--- config.mk ---
export PLATFORM = sky130hd
export DESIGN_NAME = ambi_zone_averager
export DESIGN_NICKNAME = d
export VERILOG_FILES = /design/src/rtl/ambi_pkg.sv /design/src/rtl/ambi_ram_writer.sv /design/src/rtl/ambi_zone_averager.sv
export SDC_FILE = /design/constraint.sdc
export NUM_CORES = 2
export LEC_CHECK = 0
export BUFFER_PORTS_ARGS = -buffer_cell sky130_fd_sc_hd__buf_2
export CORE_ASPECT_RATIO = 0.5
export CORE_MARGIN = 4
export CORE_UTILIZATION = 53
export DETAILED_ROUTE_END_ITERATION = 16
export HOLD_SLACK_MARGIN = 0.06
export PLACE_DENSITY = 0.69
export SLEW_MARGIN = 0
export SYNTH_ARGS = -nofsm -noshare
export SYNTH_HDL_FRONTEND = slang
export SYNTH_SLANG_ARGS = --single-unit
--- constraint.sdc ---
create_clock -name clk -period 11.5 [get_ports clk]
set_input_delay 2.3 -clock clk [delete_from_list [all_inputs] [get_ports clk]]
set_output_delay 2.3 -clock clk [all_outputs]
set_load 0.03 [all_outputs]
--- src/rtl/ambi_pkg.sv ---
// Shared widths, FSM encoding and word packing for the ambient-light zone averager.
package ambi_pkg;
    localparam int RAM_AW = 13;
    localparam int RAM_DW = 32;

    typedef enum logic {WAIT_SOF, RUN} state_t;

    // Channel accumulator width: one 8-bit sample times 2^(w+h) pixels cannot overflow.
    function automatic int acc_width(input int w, input int h);
        return 8 + w + h;
    endfunction

    function automatic logic [RAM_DW-1:0] pack_word(input logic [7:0] r, input logic [7:0] g,
                                                    input logic [7:0] b);
        return {8'h00, r, g, b};
    endfunction
endpackage

--- src/rtl/ambi_ram_writer.sv ---
// Holds one band of zone averages and streams them to the on-chip RAM, one word per cycle.
module ambi_ram_writer import ambi_pkg::*; #(
    parameter int ZONES_X     = 20,
    parameter int BANK_STRIDE = 512,
    parameter int BW          = 4
) (
    input  logic                      clk,
    input  logic                      reset_n,
    input  logic                      load,
    input  logic [BW-1:0]             band,
    input  logic                      bank,
    input  logic                      last,
    input  logic [ZONES_X-1:0][7:0]   avg_r,
    input  logic [ZONES_X-1:0][7:0]   avg_g,
    input  logic [ZONES_X-1:0][7:0]   avg_b,
    output logic [RAM_AW-1:0]         ram_address,
    output logic                      ram_chipselect,
    output logic                      ram_write,
    output logic [RAM_DW-1:0]         ram_writedata,
    output logic [3:0]                ram_byteenable,
    output logic                      done
);
    localparam int IW = $clog2(ZONES_X);

    logic [ZONES_X-1:0][7:0] sh_r, sh_g, sh_b;
    logic [IW-1:0]           left;
    logic                    last_q;
    logic [RAM_AW-1:0]       load_base;

    assign load_base = RAM_AW'(bank ? BANK_STRIDE : 0) + RAM_AW'(band) * RAM_AW'(ZONES_X);

    // Zone 0 goes out on the load edge itself; the rest shift down through sh_* one per cycle.
    always_ff @(posedge clk) begin
        if (!reset_n) begin
            sh_r           <= '0;
            sh_g           <= '0;
            sh_b           <= '0;
            left           <= '0;
            last_q         <= 1'b0;
            done           <= 1'b0;
            ram_address    <= '0;
            ram_chipselect <= 1'b0;
            ram_write      <= 1'b0;
            ram_writedata  <= '0;
            ram_byteenable <= '0;
        end else begin
            done <= 1'b0;
            if (load) begin
                sh_r           <= avg_r >> 8;
                sh_g           <= avg_g >> 8;
                sh_b           <= avg_b >> 8;
                left           <= IW'(ZONES_X - 1);
                last_q         <= last;
                ram_address    <= load_base;
                ram_writedata  <= pack_word(avg_r[0], avg_g[0], avg_b[0]);
                ram_chipselect <= 1'b1;
                ram_write      <= 1'b1;
                ram_byteenable <= 4'hF;
            end else if (left != '0) begin
                sh_r           <= sh_r >> 8;
                sh_g           <= sh_g >> 8;
                sh_b           <= sh_b >> 8;
                left           <= left - IW'(1);
                ram_address    <= ram_address + RAM_AW'(1);
                ram_writedata  <= pack_word(sh_r[0], sh_g[0], sh_b[0]);
                ram_chipselect <= 1'b1;
                ram_write      <= 1'b1;
                ram_byteenable <= 4'hF;
                if (left == IW'(1))
                    done <= last_q;
            end else begin
                ram_chipselect <= 1'b0;
                ram_write      <= 1'b0;
                ram_byteenable <= 4'h0;
            end
        end
    end
endmodule

--- src/rtl/ambi_zone_averager.sv ---
// Per-zone RGB mean of the active video stream, written band by band into a double-banked RAM.
module ambi_zone_averager import ambi_pkg::*; #(
    parameter int ZONES_X     = 20,
    parameter int ZONES_Y     = 15,
    parameter int ZONE_W_LOG2 = 5,
    parameter int ZONE_H_LOG2 = 5,
    parameter int BANK_STRIDE = 512
) (
    input  logic              clk,
    input  logic              reset_n,
    input  logic              pix_valid,
    input  logic              pix_sof,
    input  logic              pix_eol,
    input  logic [7:0]        pix_r,
    input  logic [7:0]        pix_g,
    input  logic [7:0]        pix_b,
    output logic [RAM_AW-1:0] ram_address,
    output logic              ram_chipselect,
    output logic              ram_clken,
    output logic              ram_write,
    output logic [RAM_DW-1:0] ram_writedata,
    output logic [3:0]        ram_byteenable,
    output logic              frame_done,
    output logic              frame_bank,
    output logic              sync_err
);
    localparam int ZW = ZONE_W_LOG2 + ZONE_H_LOG2;
    localparam int AW = acc_width(ZONE_W_LOG2, ZONE_H_LOG2);
    localparam int XN = ZONES_X << ZONE_W_LOG2;
    localparam int YN = ZONES_Y << ZONE_H_LOG2;
    localparam int XW = $clog2(XN);
    localparam int YW = (YN > 1) ? $clog2(YN) : 1;
    localparam int BW = (ZONES_Y > 1) ? $clog2(ZONES_Y) : 1;
    localparam logic [XW-1:0] X_LAST = XW'(XN - 1);
    localparam logic [YW-1:0] Y_MASK = YW'((1 << ZONE_H_LOG2) - 1);
    localparam logic [BW-1:0] B_LAST = BW'(ZONES_Y - 1);

    state_t state, state_nx;
    logic [XW-1:0] x, col;
    logic [YW-1:0] y;
    logic [BW-1:0] band;
    logic          bank, wr_done;
    logic [AW-1:0] acc_r [ZONES_X];
    logic [AW-1:0] acc_g [ZONES_X];
    logic [AW-1:0] acc_b [ZONES_X];
    logic [ZONES_X-1:0]      hit;
    logic [ZONES_X-1:0][7:0] avg_r, avg_g, avg_b;
    logic take_sof, run_pix, at_last, line_err, line_end, band_end, last_band;

    assign ram_clken = 1'b1;

    always_ff @(posedge clk) begin
        if (!reset_n) state <= WAIT_SOF;
        else          state <= state_nx;
    end

    always_comb begin
        state_nx = state;
        if (take_sof)                    state_nx = RUN;
        else if (line_err || last_band)  state_nx = WAIT_SOF;
    end

    always_comb begin
        col       = x >> ZONE_W_LOG2;
        band      = BW'(y >> ZONE_H_LOG2);
        take_sof  = pix_valid & pix_sof;
        run_pix   = (state == RUN) & pix_valid & ~pix_sof;
        at_last   = (x == X_LAST);
        line_err  = run_pix & (pix_eol != at_last);
        line_end  = run_pix & pix_eol & at_last;
        band_end  = line_end & ((y & Y_MASK) == Y_MASK);
        last_band = band_end & (band == B_LAST);
    end

    // Band-end averages include the eol pixel, which has not reached the accumulators yet.
    for (genvar i = 0; i < ZONES_X; i++) begin : g_zone
        logic [AW-1:0] sr, sg, sb;
        assign hit[i]   = (col == XW'(i));
        assign sr       = acc_r[i] + (hit[i] ? AW'(pix_r) : AW'(0));
        assign sg       = acc_g[i] + (hit[i] ? AW'(pix_g) : AW'(0));
        assign sb       = acc_b[i] + (hit[i] ? AW'(pix_b) : AW'(0));
        assign avg_r[i] = sr[ZW +: 8];
        assign avg_g[i] = sg[ZW +: 8];
        assign avg_b[i] = sb[ZW +: 8];
    end

    always_ff @(posedge clk) begin
        if (!reset_n) begin
            x          <= '0;
            y          <= '0;
            bank       <= 1'b0;
            frame_bank <= 1'b0;
            frame_done <= 1'b0;
            sync_err   <= 1'b0;
            for (int i = 0; i < ZONES_X; i++) begin
                acc_r[i] <= '0;
                acc_g[i] <= '0;
                acc_b[i] <= '0;
            end
        end else begin
            frame_done <= wr_done;
            if (wr_done) begin
                frame_bank <= bank;
                bank       <= ~bank;
            end
            if (take_sof) begin
                if (state == RUN) sync_err <= 1'b1;
                x <= XW'(1);
                y <= '0;
                for (int i = 0; i < ZONES_X; i++) begin
                    acc_r[i] <= (i == 0) ? AW'(pix_r) : '0;
                    acc_g[i] <= (i == 0) ? AW'(pix_g) : '0;
                    acc_b[i] <= (i == 0) ? AW'(pix_b) : '0;
                end
            end else if (line_err) begin
                sync_err <= 1'b1;
                for (int i = 0; i < ZONES_X; i++) begin
                    acc_r[i] <= '0;
                    acc_g[i] <= '0;
                    acc_b[i] <= '0;
                end
            end else if (run_pix) begin
                if (line_end) begin
                    x <= '0;
                    y <= last_band ? '0 : y + YW'(1);
                end else begin
                    x <= x + XW'(1);
                end
                for (int i = 0; i < ZONES_X; i++) begin
                    if (band_end) begin
                        acc_r[i] <= '0;
                        acc_g[i] <= '0;
                        acc_b[i] <= '0;
                    end else if (hit[i]) begin
                        acc_r[i] <= acc_r[i] + AW'(pix_r);
                        acc_g[i] <= acc_g[i] + AW'(pix_g);
                        acc_b[i] <= acc_b[i] + AW'(pix_b);
                    end
                end
            end
        end
    end

    ambi_ram_writer #(
        .ZONES_X     (ZONES_X),
        .BANK_STRIDE (BANK_STRIDE),
        .BW          (BW)
    ) u_writer (
        .clk            (clk),
        .reset_n        (reset_n),
        .load           (band_end),
        .band           (band),
        .bank           (bank),
        .last           (last_band),
        .avg_r          (avg_r),
        .avg_g          (avg_g),
        .avg_b          (avg_b),
        .ram_address    (ram_address),
        .ram_chipselect (ram_chipselect),
        .ram_write      (ram_write),
        .ram_writedata  (ram_writedata),
        .ram_byteenable (ram_byteenable),
        .done           (wr_done)
    );
endmodule

# Yosys cells after proc, flatten, opt, wreduce, memory -nomap -nowiden
# Memories as Yosys holds them, arrays and structs flattened.
# Index checks and enable logic that the tools add are counted.
# totals
reg_bits,529
ram_bits,1080
inputBits,29
out_inout_bits,55
elab_cells,977
mem_count,3
# op_classes
add_sub_neg,125
n_mul,1
eq_ne,26
n_mux,481
bitwise,254
n_reduce_logical,14
# mem_list
memory,depth,word_bits,rd,rd_clocked_by_memory_dff,wr,line,source
acc_b,20,18,20,0,20,ambi_zone_averager.sv:45,logic [AW-1:0] acc_b [ZONES_X];
acc_g,20,18,20,0,20,ambi_zone_averager.sv:44,logic [AW-1:0] acc_g [ZONES_X];
acc_r,20,18,20,0,20,ambi_zone_averager.sv:43,logic [AW-1:0] acc_r [ZONES_X];
# ops
cell,n
$mux 18,240
$add 18x8->18,120
$mux 152,6
$mux 8,60
$or 1x1->1,240
$mux 1,164
$mux 24,2
$eq 5x4->1 const B,8
$mux 13,2
$eq 5x5->1 const B,5
$eq 5x3->1 const B,4
$mux 10,2
$add 13x1->13 const B,1
$add 13x9->13,1
$add 10x1->10 const B,1
$eq 10x10->1 const B,1
$eq 5x1->1 const B,2
$eq 5x2->1 const B,2
$logic_not 10->1,1
$mux 5,2
$add 9x1->9 const B,1
$mux 9,1
$and 1x1->1,8
$mux 4,2
other kinds (13),25

# Longest topological paths before layout
# depth
depth_word,13
ltp_mapped,15
mapped_depth_nobuf,10

# Cells and area by module
# Synthesis repeated with hierarchy kept, for this count alone.
# unflattened
hier_cells,12035
hier_area_um2,111391.8
# modules_own_cells
mod,n_inst,cells_per_inst,area_per_inst_um2,seq_area_each_um2
ambi_zone_averager,1,9284,87503.9,32911.6
ambi_ram_writer,1,2751,23887.9,10029.6

# Least setup slack after synthesis
# Ideal clock, no wire load.
# synth_path
kind,input port to flip-flop
from,in pix_eol
to,mem acc_b[9][18] (netlist bit) (enable)
setup_ps,546
arrival_ps,7401
required_ps,10954
setup_slack_ps,3553
stages,8
n_path_buf,3
cell_sequence,clkbuf_1 inv_1 a31oi_1 or2_1 buf_2 nand2b_2 buf_4 o31ai_1
# synth_lines
element,line,source
"start, declared",ambi_zone_averager.sv:13,"input logic pix_eol,"
"end, declared",ambi_zone_averager.sv:45,

==> qor.tcl <==
set qor(pre_cts_setup_slack_ns) 4.93
set qor(grtUsageMet2_pct) 47.2
set qor(number_of_distinct_library_cell_variants_in_the_gate_level_netlist_after_synthesis) 93
set qor(layout_common_cells) {sky130_fd_sc_hd__nand2_1 (1419), sky130_fd_sc_hd__nor2_1 (1232), sky130_fd_sc_hd__edfxtp_1 (1080), sky130_fd_sc_hd__ha_1 (911), sky130_fd_sc_hd__o21ai_0 (737)}
set qor(pwr_density_cell_nw_per_um2) 136
set qor(worst-endpoint-required_ns) 12.06
set qor(seq_power_share_pct) 43.2
set qor(final_common_cell) {sky130_fd_sc_hd__nand2_1}
set qor(detail-route-antenna-nets) 0
set qor(layoutNonFillerInstCount) 14700
set qor(final.min_clock_period_ns) 5.80
set qor(critical_path.slowest_cell) {sky130_fd_sc_hd__a2111oi_0}
set qor(port_buffers) 74
set qor(detailedRoute.firstPassIterationCount) 6
set qor(setup_ws_ns) 5.70
set qor(cts_setup_buffers) 0
set qor(place.detailed.instances) 14400
set qor(r2r_setup_slack_ns) 6.55
set qor(timing.hold.worst_path_depth) 2
set qor(dp.final_hpwl_um) 206000
set qor(post_cts.resized_instances) 0
set qor(holdCritStartpoint) {u_writer.sh_b[150]$_SDFFE_PN0P_}
set qor(worstHoldEndpoint) {u_writer.sh_b[150]$_SDFFE_PN0P_}
set qor(core-area_um2) 204000
set qor(num_vias) 90700
set qor(tightestPinTransition_ns) 1.31
set qor(wirelength_routed_um) 316000
set qor(floorplan.initialDensity_pct) 53.4
set qor(gr-max-usage-layer) {met2}
set qor(vias_per_cell) 6.16
set qor(worstSkewPairLatency_ns) 0.84
set qor(critical_path_buf_inv_count) 4
set qor(tritoncts) {done}
set qor(yosysTopAreaCell) {sky130_fd_sc_hd__edfxtp_1}
set qor(report.power.total_mw) 15.9
set qor(fmax_mhz) 172
set qor(gp_congestion) 0.875
set qor(drv_slew) 0
set qor(yosysSeqAreaShare_pct) 39.5
set qor(stdcell_area_um2) 117000
set qor(post-route-period-util_pct) 50.4
set qor(synth_largest_type_area_fraction_pct) 29.8
set qor(setup.worst_path.class) {in2reg}
set qor(worst_clock_skew_ns) 0.0479
set qor(chipWidth_um) 649
set qor(syn-mean-instance-area_um2) 9.01
set qor(synth.area.top_cells) {sky130_fd_sc_hd__edfxtp_1 (30%), sky130_fd_sc_hd__ha_1 (10%), sky130_fd_sc_hd__dfxtp_1 (9.7%)}
set qor(irDropWorstVdd_uv) 341
set qor(asyncSetResetFlopFracSynth_pct) 0
set qor(areaGrowthSynthToFinish_pct) 7.26
set qor(result_of_the_run) {finished, final reports clean}
set qor(grt.met1_usage_pct) 39.2
set qor(n_fill_cell) 18100
set qor(antenna_found_initial) 11
set qor(number_of_cell_instances_on_the_worst_register_to_register_path) 7
set qor(clk_root_buffer_cell) {sky130_fd_sc_hd__clkbuf_16}
set qor(grt.overflow.total) 0
set qor(intPower_mw) 10.7
set qor(post_drt_wl_per_cell_um) 21.4
set qor(cts.reportedPaths.clkPinSlew_ns) 0.07
set qor(die_area_um2) 213000
set qor(finalCoreUtilization_pct) 57.3
set qor(drv.max_cap_violation_count) 0
set qor(setup_tns_ns) 0
set qor(hold_viol_final) 0
set qor(clock_power_share_pct) 34.8
set qor(syn-instance-count) 12100
set qor(layout.nets) 12900
set qor(clock_path_buffers) 4
set qor(drc_errors) 0
set qor(h-tree-depth) 4
set qor(count_of_hold_buffers_inserted_by_post_cts_repair) 0
set qor(synth_flop_cell) {sky130_fd_sc_hd__edfxtp_1}
set qor(switchingPower_mw) 5.26
set qor(whs_ns) 0.454
set qor(synth.cell_area_um2) 109000
set qor(static-leakage-power_nw) 48.5
set qor(maximum_number_of_pins_on_one_net_before_global_route_repair) 194
set qor(regToRegEndpoint) {u_writer.sh_r[31]$_SDFFE_PN0P_}
set qor(clock_sinks) 1605
set qor(path_delay_family) {buffers and inverters}
set qor(timing.critical_path.fanout_max) 30
set qor(placement_rows) 117
set qor(maxSlewHeadroom_pct) 12.8
set qor(grt_util_met3_pct) 4.07
set qor(cp_slowest_stage_delay_ns) 0.63
set qor(floorplan.io_pins) 84
set qor(setup.worst_path.start_class) {input port}
set qor(postPlaceCellArea_um2) 111000
set qor(report.final.setup_viol) 0
set qor(drt-initial-drc-count) 8651
set qor(synth_edf_count) 1080
set qor(layout-drive-gt1-share_pct) 4.77
set qor(combinationalPowerShare_pct) 22.0
set qor(number_of_global_route_vias_before_repair) 85900
set qor(cp_data_arrival_time_ns) 6.36
set qor(worst_r2r_startpoint) {x[6]$_SDFFE_PP0P_}
set qor(cts_buffers) 167
set qor(timing.critical_path.cells) {buf_2 -> buf_4 -> clkinv_2 -> buf_4 -> fa_1 -> nor2b_1 -> o21ai_0 -> a21boi_0 -> o21ai_0 -> a2111oi_0 -> xnor2_1 -> nor2_1}
set qor(ys_warn_count) 0
set qor(p_sw_share_pct) 33.0
set qor(worstSetupEndpointType) {flop}
set qor(grt_setup_unrepaired) {false}
set qor(grt_pass1_wl_um) 490000
set qor(groute.usage.overall_pct) 28.7
set qor(synth_seq_cells) 1605
set qor(die_h_um) 328
set qor(worst_hold_path_type) {reg2reg}
area by class of cell:
class	instances	area (um^2)	share of cell area (%)
multi-input combinational	9569	62400	53.5
sequential	1605	42900	36.8
clock buffer	243	4860	4.16
tap	2737	3420	2.93
timing repair buffer	209	1430	1.22
inverter	313	1180	1.01
clock inverter	55	445	0.382
antenna	3	7.51	0.00643
synth_stat cells (38+ instances only):
cell type and instances:
sky130_fd_sc_hd__ha_1 911, sky130_fd_sc_hd__o22ai_1 117, sky130_fd_sc_hd__or3_1 217, sky130_fd_sc_hd__a21oi_1 706
sky130_fd_sc_hd__dfxtp_1 525, sky130_fd_sc_hd__and3_1 629, sky130_fd_sc_hd__a21o_1 230, sky130_fd_sc_hd__inv_1 313
sky130_fd_sc_hd__nor2_1 1233, sky130_fd_sc_hd__mux2i_1 114, sky130_fd_sc_hd__a21boi_0 52, sky130_fd_sc_hd__nand2_1 1450
sky130_fd_sc_hd__nor2b_1 180, sky130_fd_sc_hd__o21a_1 191, sky130_fd_sc_hd__clkbuf_1 425, sky130_fd_sc_hd__a211oi_1 95
sky130_fd_sc_hd__fa_1 61, sky130_fd_sc_hd__a2111oi_0 66, sky130_fd_sc_hd__a211o_1 41, sky130_fd_sc_hd__xnor2_1 595
sky130_fd_sc_hd__o21bai_1 38, sky130_fd_sc_hd__nand2b_1 76, sky130_fd_sc_hd__o21ai_0 738, sky130_fd_sc_hd__nand3_1 339
sky130_fd_sc_hd__edfxtp_1 1080, sky130_fd_sc_hd__o211a_1 76, sky130_fd_sc_hd__nand4_1 123, sky130_fd_sc_hd__o31ai_1 47
sky130_fd_sc_hd__buf_2 126, sky130_fd_sc_hd__nor3_1 388, sky130_fd_sc_hd__xor2_1 440
layer usage:
| metal | vias to the layer above | wire (um) |
|---|---|---|
| met5 | - | 13 |
| met4 | 2 | 10800 |
| met3 | 588 | 25300 |
| met2 | 3151 | 143000 |
| met1 | 43900 | 137000 |
| li1 | 43100 | - |
worst register-to-register path: stages, from the launching register on:
cell and delay (ns):
sky130_fd_sc_hd__dfxtp_1 1.10, sky130_fd_sc_hd__and3_1 0.33, sky130_fd_sc_hd__nand3_1 0.18, sky130_fd_sc_hd__or3_4 0.70, sky130_fd_sc_hd__nand2_4 0.93, sky130_fd_sc_hd__buf_4 0.46, sky130_fd_sc_hd__buf_4 0.78, sky130_fd_sc_hd__o22ai_1 0.28
cell families after synthesis:
family,share of synthesized area (%)
mux,1.05
other cells,0.00690
compound gates,15.3
buf+inv,3.39
xor+xnor,8.33
flops,39.5
fa+ha+maj,11.6
simple gates,20.9
power groups by stage:
stage / combinational, mW / clock [mW] / sequential (mW)
finish: 3.50 / 5.54 / 6.87
global route: 3.82 / 5.84 / 6.91
CTS: 3.47 / 5.60 / 6.86
detailed placement: 3.45 / 0 / 6.98
global placement: 3.40 / 0 / 6.98
floorplan: 2.47 / 0 / 6.90
flip-flops by register name, indices dropped and copies added (netlist names), 5 cells and up:
signal / flops
acc_b: 360
acc_g: 360
acc_r: 360
u_writer.sh_b: 152
u_writer.sh_g: 152
u_writer.sh_r: 152
u_writer.ram_writedata: 24
u_writer.ram_address: 13
x: 10
y: 9
u_writer.left: 5
how the worst max path moves through the flow:
stage	start	to	slack, ns	cells past startpoint
after CTS	pix_b[1]	acc_b[5][34]$_SDFFCE_PN0P_	5.82	12
after detailed placement	pix_b[1]	acc_b[5][34]$_SDFFCE_PN0P_	4.93	12
after floorplan	pix_eol	acc_b[9][18]$_SDFFCE_PN0P_	3.55	8
after global placement	pix_b[1]	acc_b[4][34]$_SDFFCE_PN0P_	5.01	12
after global routing	pix_b[1]	acc_b[4][34]$_SDFFCE_PN0P_	5.48	12
final	pix_g[1]	acc_g[0][160]$_SDFFCE_PN0P_	5.70	12
Note: power is estimated with default switching activity, not from simulation.
